===== config.mk =====
export PLATFORM = sky130hd
export DESIGN_NAME = memory_stage_unit
export DESIGN_NICKNAME = d
export VERILOG_FILES = /design/src/rtl/memory_stage_unit_pkg.sv /design/src/rtl/memory_stage_unit_mem_lane_align.sv /design/src/rtl/memory_stage_unit.sv
export SDC_FILE = /design/constraint.sdc
export NUM_CORES = 1
export LEC_CHECK = 0
export BUFFER_PORTS_ARGS = -buffer_cell sky130_fd_sc_hd__buf_4
export CAP_MARGIN = 20
export CELL_PAD_IN_SITES_DETAIL_PLACEMENT = 1
export CELL_PAD_IN_SITES_GLOBAL_PLACEMENT = 1
export CORE_UTILIZATION = 40
export DETAILED_ROUTE_END_ITERATION = 10
export GPL_TIMING_DRIVEN = 0
export HOLD_SLACK_MARGIN = 0.05
export PLACE_DENSITY = 0.82
export SETUP_SLACK_MARGIN = 0.02
export SLEW_MARGIN = 20
export SYNTH_ARGS = -nofsm -noshare
export SYNTH_HDL_FRONTEND = slang
export SYNTH_HIERARCHICAL = 1
export SYNTH_SLANG_ARGS = --single-unit
export TNS_END_PERCENT = 20

===== constraint.sdc =====
create_clock -name clk_i -period 8.2 [get_ports clk_i]
set_input_delay 0.41 -clock clk_i [delete_from_list [all_inputs] [get_ports clk_i]]
set_output_delay 0.41 -clock clk_i [all_outputs]
set_load 0.02 [all_outputs]

===== src/rtl/memory_stage_unit_pkg.sv =====
// Shared types and widths for the memory stage: access kinds, sizes,
// FSM states and the entry captured while an access is outstanding.
package memory_stage_unit_pkg;

    localparam int WORD       = 32;
    localparam int ADDR_WIDTH = 5;

    typedef logic reg_file_write_sig;
    localparam reg_file_write_sig REG_WRITE_DISABLE = 1'b0;

    typedef enum logic [1:0] {
        SRC_ALU       = 2'd0,
        SRC_MEM       = 2'd1,
        SRC_PC_PLUS_4 = 2'd2
    } reg_file_data_source;

    typedef enum logic [1:0] {
        MEM_NONE  = 2'd0,
        MEM_LOAD  = 2'd1,
        MEM_STORE = 2'd2
    } mem_op_t;

    typedef enum logic [1:0] {
        SZ_BYTE = 2'd0,
        SZ_HALF = 2'd1,
        SZ_WORD = 2'd2
    } mem_size_t;

    typedef enum logic [1:0] {
        IDLE     = 2'd0,
        REQ      = 2'd1,
        WAIT_RSP = 2'd2
    } mem_stage_state_t;

    // Everything about an instruction that must survive a multi-cycle access
    typedef struct packed {
        mem_op_t                 op;
        mem_size_t               size;
        logic                    load_signed;
        reg_file_write_sig       we;
        reg_file_data_source     src;
        logic [ADDR_WIDTH-1:0]   rd;
        logic [WORD-1:0]         addr;
        logic [WORD-1:0]         sdata;
    } mem_entry_t;

endpackage


===== src/rtl/memory_stage_unit_mem_lane_align.sv =====
// Little-endian lane steering: store data replication and byte enables,
// load lane extraction with zero/sign extension, and misalignment detection.
module mem_lane_align
    import memory_stage_unit_pkg::*;
(
    input  mem_size_t        size_i,
    input  logic [1:0]       addr_lo_i,
    input  logic [WORD-1:0]  store_data_i,
    input  logic [WORD-1:0]  rdata_i,
    input  logic             load_signed_i,
    output logic [WORD-1:0]  wdata_o,
    output logic [3:0]       be_o,
    output logic [WORD-1:0]  load_data_o,
    output logic             misaligned_o
);

    logic [7:0]  lane_b;
    logic [15:0] lane_h;

    // Store lanes and alignment check depend only on size and the low address bits
    always_comb begin
        wdata_o      = store_data_i;
        be_o         = 4'b1111;
        misaligned_o = 1'b0;
        case (size_i)
            SZ_BYTE: begin
                wdata_o = {4{store_data_i[7:0]}};
                be_o    = 4'b0001 << addr_lo_i;
            end
            SZ_HALF: begin
                wdata_o      = {2{store_data_i[15:0]}};
                be_o         = addr_lo_i[1] ? 4'b1100 : 4'b0011;
                misaligned_o = addr_lo_i[0];
            end
            default: begin
                misaligned_o = (addr_lo_i != 2'b00);
            end
        endcase
    end

    // Load lane selection followed by zero or sign extension
    always_comb begin
        lane_b      = rdata_i[{addr_lo_i, 3'b000} +: 8];
        lane_h      = addr_lo_i[1] ? rdata_i[31:16] : rdata_i[15:0];
        load_data_o = rdata_i;
        case (size_i)
            SZ_BYTE: load_data_o = {{24{load_signed_i & lane_b[7]}}, lane_b};
            SZ_HALF: load_data_o = {{16{load_signed_i & lane_h[15]}}, lane_h};
            default: load_data_o = rdata_i;
        endcase
    end

endmodule


===== src/rtl/memory_stage_unit.sv =====
// Memory stage: takes EX/MEM fields, runs loads/stores over a valid/ready
// request and valid-only response, and registers the MEM/WB fields.
module memory_stage_unit
    import memory_stage_unit_pkg::*;
(
    input  logic                    clk_i,
    input  logic                    reset_i,
    input  logic                    is_valid_i,
    input  mem_op_t                 mem_op_i,
    input  mem_size_t               mem_size_i,
    input  logic                    load_signed_i,
    input  reg_file_write_sig       reg_file_write_en_i,
    input  reg_file_data_source     reg_file_data_source_i,
    input  logic [ADDR_WIDTH-1:0]   reg_dest_addr_i,
    input  logic [WORD-1:0]         alu_result_i,
    input  logic [WORD-1:0]         reg_2_data_i,
    output logic                    stall_o,
    output logic                    dmem_req_valid_o,
    input  logic                    dmem_req_ready_i,
    output logic                    dmem_we_o,
    output logic [WORD-1:0]         dmem_addr_o,
    output logic [WORD-1:0]         dmem_wdata_o,
    output logic [3:0]              dmem_be_o,
    input  logic                    dmem_rsp_valid_i,
    input  logic [WORD-1:0]         dmem_rdata_i,
    output logic                    is_valid_o,
    output reg_file_write_sig       reg_file_write_en_o,
    output reg_file_data_source     reg_file_data_source_o,
    output logic [ADDR_WIDTH-1:0]   reg_dest_addr_o,
    output logic [WORD-1:0]         alu_result_o,
    output logic [WORD-1:0]         mem_data_o,
    output logic                    fault_o
);

    mem_stage_state_t      state_q, state_d;
    mem_entry_t            ent_q, ent_d;

    logic                  valid_q, valid_d;
    logic                  fault_q, fault_d;
    reg_file_write_sig     we_q, we_d;
    reg_file_data_source   src_q, src_d;
    logic [ADDR_WIDTH-1:0] rd_q, rd_d;
    logic [WORD-1:0]       alu_q, alu_d;
    logic [WORD-1:0]       mdata_q, mdata_d;

    mem_size_t             lane_size;
    logic [1:0]            lane_addr_lo;
    logic [WORD-1:0]       lane_wdata;
    logic [3:0]            lane_be;
    logic [WORD-1:0]       lane_load;
    logic                  lane_mis;
    logic                  in_req;

    // In IDLE the aligner vets the incoming instruction; otherwise it serves the captured one
    assign lane_size    = (state_q == IDLE) ? mem_size_i         : ent_q.size;
    assign lane_addr_lo = (state_q == IDLE) ? alu_result_i[1:0]  : ent_q.addr[1:0];

    mem_lane_align u_align (
        .size_i        (lane_size),
        .addr_lo_i     (lane_addr_lo),
        .store_data_i  (ent_q.sdata),
        .rdata_i       (dmem_rdata_i),
        .load_signed_i (ent_q.load_signed),
        .wdata_o       (lane_wdata),
        .be_o          (lane_be),
        .load_data_o   (lane_load),
        .misaligned_o  (lane_mis)
    );

    // Request fields come straight from the captured entry, so they stay stable across REQ
    assign in_req           = (state_q == REQ);
    assign stall_o          = (state_q != IDLE);
    assign dmem_req_valid_o = in_req;
    assign dmem_we_o        = in_req && (ent_q.op == MEM_STORE);
    assign dmem_addr_o      = in_req ? {ent_q.addr[WORD-1:2], 2'b00} : '0;
    assign dmem_wdata_o     = in_req ? lane_wdata : '0;
    assign dmem_be_o        = in_req ? lane_be    : 4'b0000;

    assign is_valid_o             = valid_q;
    assign fault_o                = fault_q;
    assign reg_file_write_en_o    = we_q;
    assign reg_file_data_source_o = src_q;
    assign reg_dest_addr_o        = rd_q;
    assign alu_result_o           = alu_q;
    assign mem_data_o             = mdata_q;

    // Next state, captured entry and MEM/WB fields; outputs only pulse valid on completion
    always_comb begin
        state_d = state_q;
        ent_d   = ent_q;
        valid_d = 1'b0;
        fault_d = fault_q;
        we_d    = we_q;
        src_d   = src_q;
        rd_d    = rd_q;
        alu_d   = alu_q;
        mdata_d = mdata_q;
        case (state_q)
            IDLE: begin
                if (is_valid_i) begin
                    if ((mem_op_i == MEM_NONE) || lane_mis) begin
                        valid_d = 1'b1;
                        fault_d = (mem_op_i != MEM_NONE);
                        we_d    = (mem_op_i != MEM_NONE) ? REG_WRITE_DISABLE : reg_file_write_en_i;
                        src_d   = reg_file_data_source_i;
                        rd_d    = reg_dest_addr_i;
                        alu_d   = alu_result_i;
                        mdata_d = '0;
                    end else begin
                        ent_d.op          = mem_op_i;
                        ent_d.size        = mem_size_i;
                        ent_d.load_signed = load_signed_i;
                        ent_d.we          = reg_file_write_en_i;
                        ent_d.src         = reg_file_data_source_i;
                        ent_d.rd          = reg_dest_addr_i;
                        ent_d.addr        = alu_result_i;
                        ent_d.sdata       = reg_2_data_i;
                        state_d           = REQ;
                    end
                end
            end
            REQ: begin
                if (dmem_req_ready_i) begin
                    if (ent_q.op == MEM_STORE) begin
                        state_d = IDLE;
                        valid_d = 1'b1;
                        fault_d = 1'b0;
                        we_d    = ent_q.we;
                        src_d   = ent_q.src;
                        rd_d    = ent_q.rd;
                        alu_d   = ent_q.addr;
                        mdata_d = '0;
                    end else begin
                        state_d = WAIT_RSP;
                    end
                end
            end
            WAIT_RSP: begin
                if (dmem_rsp_valid_i) begin
                    state_d = IDLE;
                    valid_d = 1'b1;
                    fault_d = 1'b0;
                    we_d    = ent_q.we;
                    src_d   = ent_q.src;
                    rd_d    = ent_q.rd;
                    alu_d   = ent_q.addr;
                    mdata_d = lane_load;
                end
            end
            default: state_d = IDLE;
        endcase
    end

    // State and MEM/WB registers; reset abandons any access and clears every output
    always_ff @(posedge clk_i) begin
        if (reset_i) begin
            state_q <= IDLE;
            valid_q <= 1'b0;
            fault_q <= 1'b0;
            we_q    <= REG_WRITE_DISABLE;
            src_q   <= SRC_ALU;
            rd_q    <= '0;
            alu_q   <= '0;
            mdata_q <= '0;
        end else begin
            state_q <= state_d;
            valid_q <= valid_d;
            fault_q <= fault_d;
            we_q    <= we_d;
            src_q   <= src_d;
            rd_q    <= rd_d;
            alu_q   <= alu_d;
            mdata_q <= mdata_d;
        end
    end

    // Captured entry is pure data and is only consumed while the FSM is out of IDLE
    always_ff @(posedge clk_i) begin
        ent_q <= ent_d;
    end

endmodule


==> results.md, run 1 <==
- Status: finished, final reports clean
- Drt wl/cell: 19.8 microns
- WS Path Type: reg2reg
- TNS Setup: 0 ns
- Post-route minimum period: 3.80 ns
- Synthesized instance count: 718
- Clk buf depth: 2
- Crit path depth: 14
- Largest family of logic cells by synthesized area: compound AO/OA/AOI/OAI gates
- Clock network fraction of total power: 32.6%
- Cell internal pwr: 0.00168 W
- RSZ-0062 raised after global routing: false
- Switch share: 34.6%
- Pleak: 4.35 nW
- Relative slew slack: 45.4%
- CP peak stage delay: 0.47 ns
- Max Freq: 0.263 GHz
- Gate power share: 31.1%
- Synth Area in XOR/XNOR: 0%
- Fraction of registers with async set/reset: 0%
- Synth warn: 6
- Unique masters post-synth: 54
- Setup violators final: 0
- CP arrival: 4.12 ns
- Vias in the first global route: 6886
- I/O pin cnt: 259
- Crit path max fanout: 10
- Core Footprint: 18800 sq um
- Compound-Gate Fraction of Synth Area: 19.2%
- Clk_lat worst skew: 0.43 ns
- # diodes: 0
- First-pass GRT wire length: 38.6 mm
- TritonRoute pass-1 iters: 6
- Layout cells sized above 1: 39.0%
- 1st-iter DRT viols: 367
- Die area: 19900 sq um
- # Post-CTS Setup Buffers: 0
- Synth Area in Simple Gates: 14.9%
- Seq/Total Area, Yosys: 49.5%
- Crit start category: flip-flop
- Avg Inst Size Synth: 10.8 sq um
- Sw Pwr: 0.000887 W
- Hold path depth: 1
- Initial antenna violation count: 1
- Synth area leaders: edfxtp_1 (30%), dfxtp_1 (20%), mux2i_1 (7.2%)
- Clk slew on worst S/H paths: 0.07 ns
- Antenna viol nets, final: 0
- Die height: 141 microns
- PortBufs: 255
- Final period utilization: 46.3%
- # fillers: 2105
- Worst r2r path cells: 14
- Number of synthesized flops with an enable pin: 77
- Vias: 6607
- Post-Synth Adder-Cell Area: 0.647%
- H-tree depth: 4
- Most frequent cells after synthesis: edfxtp_1 (77), dfxtp_1 (76), nand2_1 (76)
- Synthesized flop and latch total: 153
- Final nets: 1112
- Cells along the critical path: inv_1 -> ha_1 -> clkbuf_1 -> mux2_2 -> buf_2 -> buf_2 -> a21oi_1 -> nor2_1 -> o21ba_2 -> o21a_1 -> clkbuf_1 -> buf_1 -> nor3_1 -> a31o_1
- Critical path's top delay family: buffers and inverters
- Total global routing track utilization: 25.6%
- Yosys top cell area share: 29.9%
- Area delta synth->final: 37.2%
- Sequential share of power: 36.4%
- Initial Util: 41.1%
- Synth Flop Type: edfxtp_1
- Total of max-cap violations: 0
- P per Cell Area: 241 nW/um^2
- Peak supply drop: 149 uV
- Area leader, netlist: edfxtp_1
- CP endpoint kind: flip-flop
- Cell Area, Synth: 7740 sq um
- Worst endpoint required time: 8.52 ns
- Setup Skew: 0.0130 ns
- CTS tree: built
- Crit path buf inv count: 6
- Tightest Pin Transition: 0.818 ns
- CTS Sinks: 153
- Post-DP HPWL: 18.5 mm
- CTS buffer count: 17
- Cell Rows: 50
- Top-count cell post-synth: edfxtp_1
- Via-to-Cell Ratio: 5.21
- Cts hold-fix bufs: 0
- Final Hold Fails: 0
- Total grt overflow: 0
- Post-cts resize count: 0
- Largest net degree at the start of global routing: 41
- Root buf cell: clkbuf_16
- CP max-delay cell: mux2_2
- Die X: 141 microns
- Worst Hold Class: in2reg
- Final WL: 25.1 mm
- GPL Wtd Cong: 0.876
- Multiplexer share of the synthesized area: 9.47%
- Utilization after layout: 56.4%
- DRC errors left: 0
- Slew Viols, Final: 0
==> cells by family (layout without fill, tap and decap cells) <==
kind of cell    Yosys count  in the layout
simple gates            224            224
compound gates          175            175
flops                   153            153
buf+inv                  91            379
mux                      70             70
fa+ha+maj                 4              4
other cells               1              2
==> flip-flops by register name, indices dropped and copies added (netlist names) <==
register and count:
fault_o 1, ent_q 77, alu_result_o 32, reg_file_data_source_o 2, is_valid_o 1, mem_data_o 32
reg_dest_addr_o 5, reg_file_write_en_o 1, state_q 2
==> placed cells by master (no fill, tap or decap), types with 3 or more instances in the layout <==
cell type	synthesis	layout
clkbuf_1	36	36
edfxtp_1	77	77
nand2_1	76	76
a211oi_2	39	39
inv_1	15	15
nor2b_1	20	20
buf_2	11	11
inv_8	0	4
mux2i_1	56	56
dfxtp_1	76	76
o22ai_1	17	17
o21ai_0	9	9
buf_1	5	5
inv_6	0	5
a31o_1	29	29
a31o_2	3	3
clkbuf_16	0	17
o221ai_1	7	7
a21oi_1	43	43
nor3_1	32	32
nor2_1	14	14
buf_4	15	270
mux2_2	12	12
ha_1	4	4
a221o_1	7	7
nand2b_1	3	3
or2_2	3	3
and2_1	66	66
buf_6	9	9
o21bai_1	3	3
==> worst reg2reg max path: cells and delay by family (launching register included) <==
family	cells	cell delay (ns)
AOI/OAI and AO/OA	4	0.78
and+or+nand+nor	2	0.22
buffers and inverters	6	1.72
adders and majority gates	1	0.14
muxes	1	0.48
DFF	1	0.35
==> worst paths after layout <==
path,startpoint,end,slack [ns]
min reg2reg,mem_data_o[4]$_SDFFE_PP0P_,mem_data_o[4]$_SDFFE_PP0P_,0.48
max,state_q[0]$_SDFFE_PP0P_,mem_data_o[22]$_SDFFE_PP0P_,4.40
min,reg_2_data_i[20],ent_q[20]$_DFFE_PP_,0.15
max reg2reg,state_q[0]$_SDFFE_PP0P_,mem_data_o[22]$_SDFFE_PP0P_,4.40
==> per-layer routing <==
layer	up-vias	track usage (%)	routed length, microns
li1	3145	-	-
met1	3218	30.9	10800
met2	213	43.8	12200
met3	31	7.91	1740
met4	0	7.27	381
met5	-	0	0
==> stage by stage <==
step           setup WS [ns]  hold slack, ns  instances  total power [W]  cell area, sq um
4_1_cts                 4.38           0.136       1267          0.00258             10600
5_1_grt                 4.10           0.136       1267          0.00267             10600
3_5_place_dp            4.41           0.464       1235          0.00174             10000
3_3_place_gp            2.48           0.460       1234          0.00172              9980
6_report                4.40           0.155       1267          0.00256             10600
2_1_floorplan           3.96           0.487        719          0.00144              7740
==> power groups by stage <==
stage,logic [W],clock network [W],registers [W]
floorplan,0.000445,0,0.000995
global placement,0.000774,0,0.000949
detailed placement,0.000794,0,0.000947
CTS,0.000799,0.000848,0.000932
global route,0.000850,0.000876,0.000940
finish,0.000796,0.000835,0.000932
==> layout make-up <==
cell class / instances / area [sq um] / share of cell area, %
buffer: 76 / 423 / 3.98
clock buffer: 17 / 425 / 4.01
clock inverter: 15 / 184 / 1.73
inverter: 15 / 56.3 / 0.530
multi-input combinational: 475 / 3430 / 32.4
sequential: 153 / 3830 / 36.1
tap: 260 / 325 / 3.06
timing repair buffer: 256 / 1930 / 18.2
No activity file was read; power rests on OpenSTA's default activity.
==> run 2, diff against run 1 <==
--- a/config.mk
+++ b/config.mk
@@ -5,15 +5,16 @@
 export SDC_FILE = /design/constraint.sdc
 export NUM_CORES = 1
 export LEC_CHECK = 0
+export ABC_AREA = 1
 export BUFFER_PORTS_ARGS = -buffer_cell sky130_fd_sc_hd__buf_4
 export CAP_MARGIN = 20
 export CELL_PAD_IN_SITES_DETAIL_PLACEMENT = 1
 export CELL_PAD_IN_SITES_GLOBAL_PLACEMENT = 1
-export CORE_UTILIZATION = 40
+export CORE_UTILIZATION = 36
 export DETAILED_ROUTE_END_ITERATION = 10
 export GPL_TIMING_DRIVEN = 0
 export HOLD_SLACK_MARGIN = 0.05
-export PLACE_DENSITY = 0.82
+export PLACE_DENSITY = 0.79
 export SETUP_SLACK_MARGIN = 0.02
 export SLEW_MARGIN = 20
 export SYNTH_ARGS = -nofsm -noshare
==> constraint.sdc (replaced) <==
create_clock -name clk_i -period 3.54 [get_ports clk_i]
set_input_delay 0.177 -clock clk_i [delete_from_list [all_inputs] [get_ports clk_i]]
set_output_delay 0.177 -clock clk_i [all_outputs]
set_load 0.02 [all_outputs]
==> results.md, run 2 <==
- Die X: 154 microns
- Worst Hold Class: in2reg
- Most frequent cells after synthesis: nand2_1 (386), inv_1 (219), nand3_1 (114)
- Final period utilization: 92.4%
- Crit path max fanout: 23
- Synthesized instance count: 1136
- Final nets: 1611
- Area leader, netlist: edfxtp_1
- Total grt overflow: 0
- H-tree depth: 4
- Cell Area, Synth: 8290 sq um
- Min Hold Slack: 0.125 ns
- Fin worst setup slack: 0.270 ns
- Sequential share of power: 28.7%
- GPL Wtd Cong: 0.890
- Seq/Total Area, Yosys: 46.2%
- Antenna viol nets, final: 0
- TritonRoute pass-1 iters: 5
- Placement Setup Slack: 0.250 ns
- PortBufs: 256
- Avg Inst Size Synth: 7.30 sq um
- I/O pin cnt: 259
- Clock network fraction of total power: 19.3%
- CP max-delay cell: dfxtp_1
- Final WL: 30.6 mm
- Gate power share: 52.0%
- Cells along the critical path: inv_1 -> ha_1 -> inv_2 -> nand2_1 -> nand2_1 -> buf_6 -> inv_4 -> nand2_4 -> buf_2 -> o22ai_1 -> nor2_1 -> nand2_1 -> nor2_4 -> buf_12 -> buf_12
- Core Footprint: 22600 sq um
- Crit start category: flip-flop
- Largest net degree at the start of global routing: 27
- Fraction of registers with async set/reset: 0%
- Die area: 23600 sq um
- Pleak: 6.48 nW
- Cell internal pwr: 0.00524 W
- Clk slew on worst S/H paths: 0.07 ns
- Crit path buf inv count: 7
- Vias: 8455
- DRC errors left: 0
- Setup Skew: 0.0157 ns
- Largest Register: ent_q
- Tightest Pin Transition: 0.708 ns
- Critical path's top delay family: buffers and inverters
- Unique masters post-synth: 31
- 1st-iter DRT viols: 427
- Synthesized flop and latch total: 153
- Synth Flop Type: edfxtp_1
- Synth warn: 6
- RSZ-0062 raised after global routing: false
- Cell Rows: 55
- Synth area leaders: edfxtp_1 (28%), dfxtp_1 (18%), nand2_1 (17%)
- Reg area: 3830 sq um
- Final Hold Fails: 0
- Most frequent cells in the layout: nand2_1 (386), buf_4 (269), inv_1 (219)
- Post-route minimum period: 3.27 ns
- Dpl cells: 1681
- Final Non-Filler Cells: 1792
- Yosys top cell area share: 27.9%
- CP endpoint kind: flip-flop
- Clk buf depth: 2
- Largest register FFs: 77
- Total global routing track utilization: 26.3%
- Most common cell after layout, fill and taps aside: nand2_1
- Die height: 154 microns
- Switch share: 45.1%
- Clk_lat worst skew: 0.44 ns
- Via-to-Cell Ratio: 4.72
- CTS Sinks: 153
- Slew Viols, Final: 0
- Sw Pwr: 0.00431 W
- Multi-input gate area: 3130 sq um
- Reg-to-reg slack, setup: 0.27 ns
- CTS tree: built
- Vias in the first global route: 8996
- Relative slew slack: 52.8%
- Top-count cell post-synth: nand2_1
- CP peak stage delay: 0.40 ns
- TNS Setup: 0 ns
- Initial antenna violation count: 1
- CTS buffer count: 17
- Setup violators final: 0
- Peak supply drop: 337 uV
- Drt wl/cell: 17.1 microns
- Layout cells sized above 1: 24.6%
- Status: finished, final reports clean
- CP arrival: 3.40 ns
- # fillers: 2875
- Post-cts resize count: 0
- Max Freq: 0.306 GHz
- Number of synthesized flops with an enable pin: 77
- Initial Util: 36.6%
- CP most frequent cell: nand2_1
- Area delta synth->final: 44.8%
- Total of max-cap violations: 0
- Worst endpoint required time: 3.67 ns
- Root buf cell: clkbuf_16
- First-pass GRT wire length: 47.8 mm
- P per Cell Area: 795 nW/um^2
- Post-DP HPWL: 21.2 mm
- WS Path Type: reg2reg
==> run 2: path summary, 6_finish.rpt <==
kind / startpoint / to / cells after the start
max: state_q[0]$_SDFFE_PP0P_ / ent_q[65]$_DFFE_PP_ / 15
min reg2reg: mem_data_o[5]$_SDFFE_PP0P_ / mem_data_o[5]$_SDFFE_PP0P_ / 4
min: dmem_req_ready_i / is_valid_o$_SDFF_PP0_ / 5
max reg2reg: state_q[0]$_SDFFE_PP0P_ / ent_q[65]$_DFFE_PP_ / 15
==> run 2: logic make-up (layout without fill, tap and decap cells) <==
family / Yosys count / after routing / synth area share, %
other: 1 / 3 / 0.0452
muxes: 39 / 39 / 4.71
DFF: 153 / 153 / 46.2
and+or+nand+nor: 604 / 604 / 30.4
adders and majority gates: 4 / 4 / 0.603
buffers and inverters: 310 / 679 / 16.1
AOI/OAI and AO/OA: 25 / 25 / 1.86
==> run 2: metal layers <==
metal | routed length, microns | global-route usage [%]
met1 | 12500 | 30.3
met3 | 1570 | 5.21
met4 | 1040 | 12.4
met5 | 0 | 0
met2 | 15400 | 46.8
==> run 2: what timing repair did <==
item | in CTS | in global routing
hold buffers | 78 | 0
buffers inserted | 0 | 0
hold endpoints to repair | 79 | 0
==> run 2: cell type report <==
class | count | area share, %
Sequential cell | 153 | 31.9
Multi-Input combinational cell | 674 | 26.1
Timing Repair Buffer | 337 | 23.0
Inverter | 237 | 7.45
Clock buffer | 19 | 3.77
Buffer | 73 | 3.70
Tap cell | 285 | 2.97
Clock inverter | 13 | 1.07
Antenna cell | 1 | 0.0208
==> run 2: power by group through the flow <==
stage | clock [W] | combinational, W | sequential, W
2_1_floorplan | 0 | 0.00287 | 0.00300
3_3_place_gp | 0 | 0.00467 | 0.00273
3_5_place_dp | 0 | 0.00483 | 0.00275
4_1_cts | 0.00187 | 0.00494 | 0.00272
5_1_grt | 0.00193 | 0.00546 | 0.00279
6_report | 0.00185 | 0.00497 | 0.00274
==> run 2: tightest hold or removal path: cells and delay by family <==
family | cells | cell delay (ns)
AND/OR/NAND/NOR | 4 | 0.25
buffers and inverters | 1 | 0.08
==> run 2: through the flow <==
step                instance area, sq um  power [W]  utilization [%]
detailed placement                 10600    0.00758             47.0
global route                       12000     0.0102             53.0
floorplan                           8310    0.00588                -
finish                             12000    0.00955             53.0
CTS                                12000    0.00953             53.0
global placement                   10600    0.00740             46.7
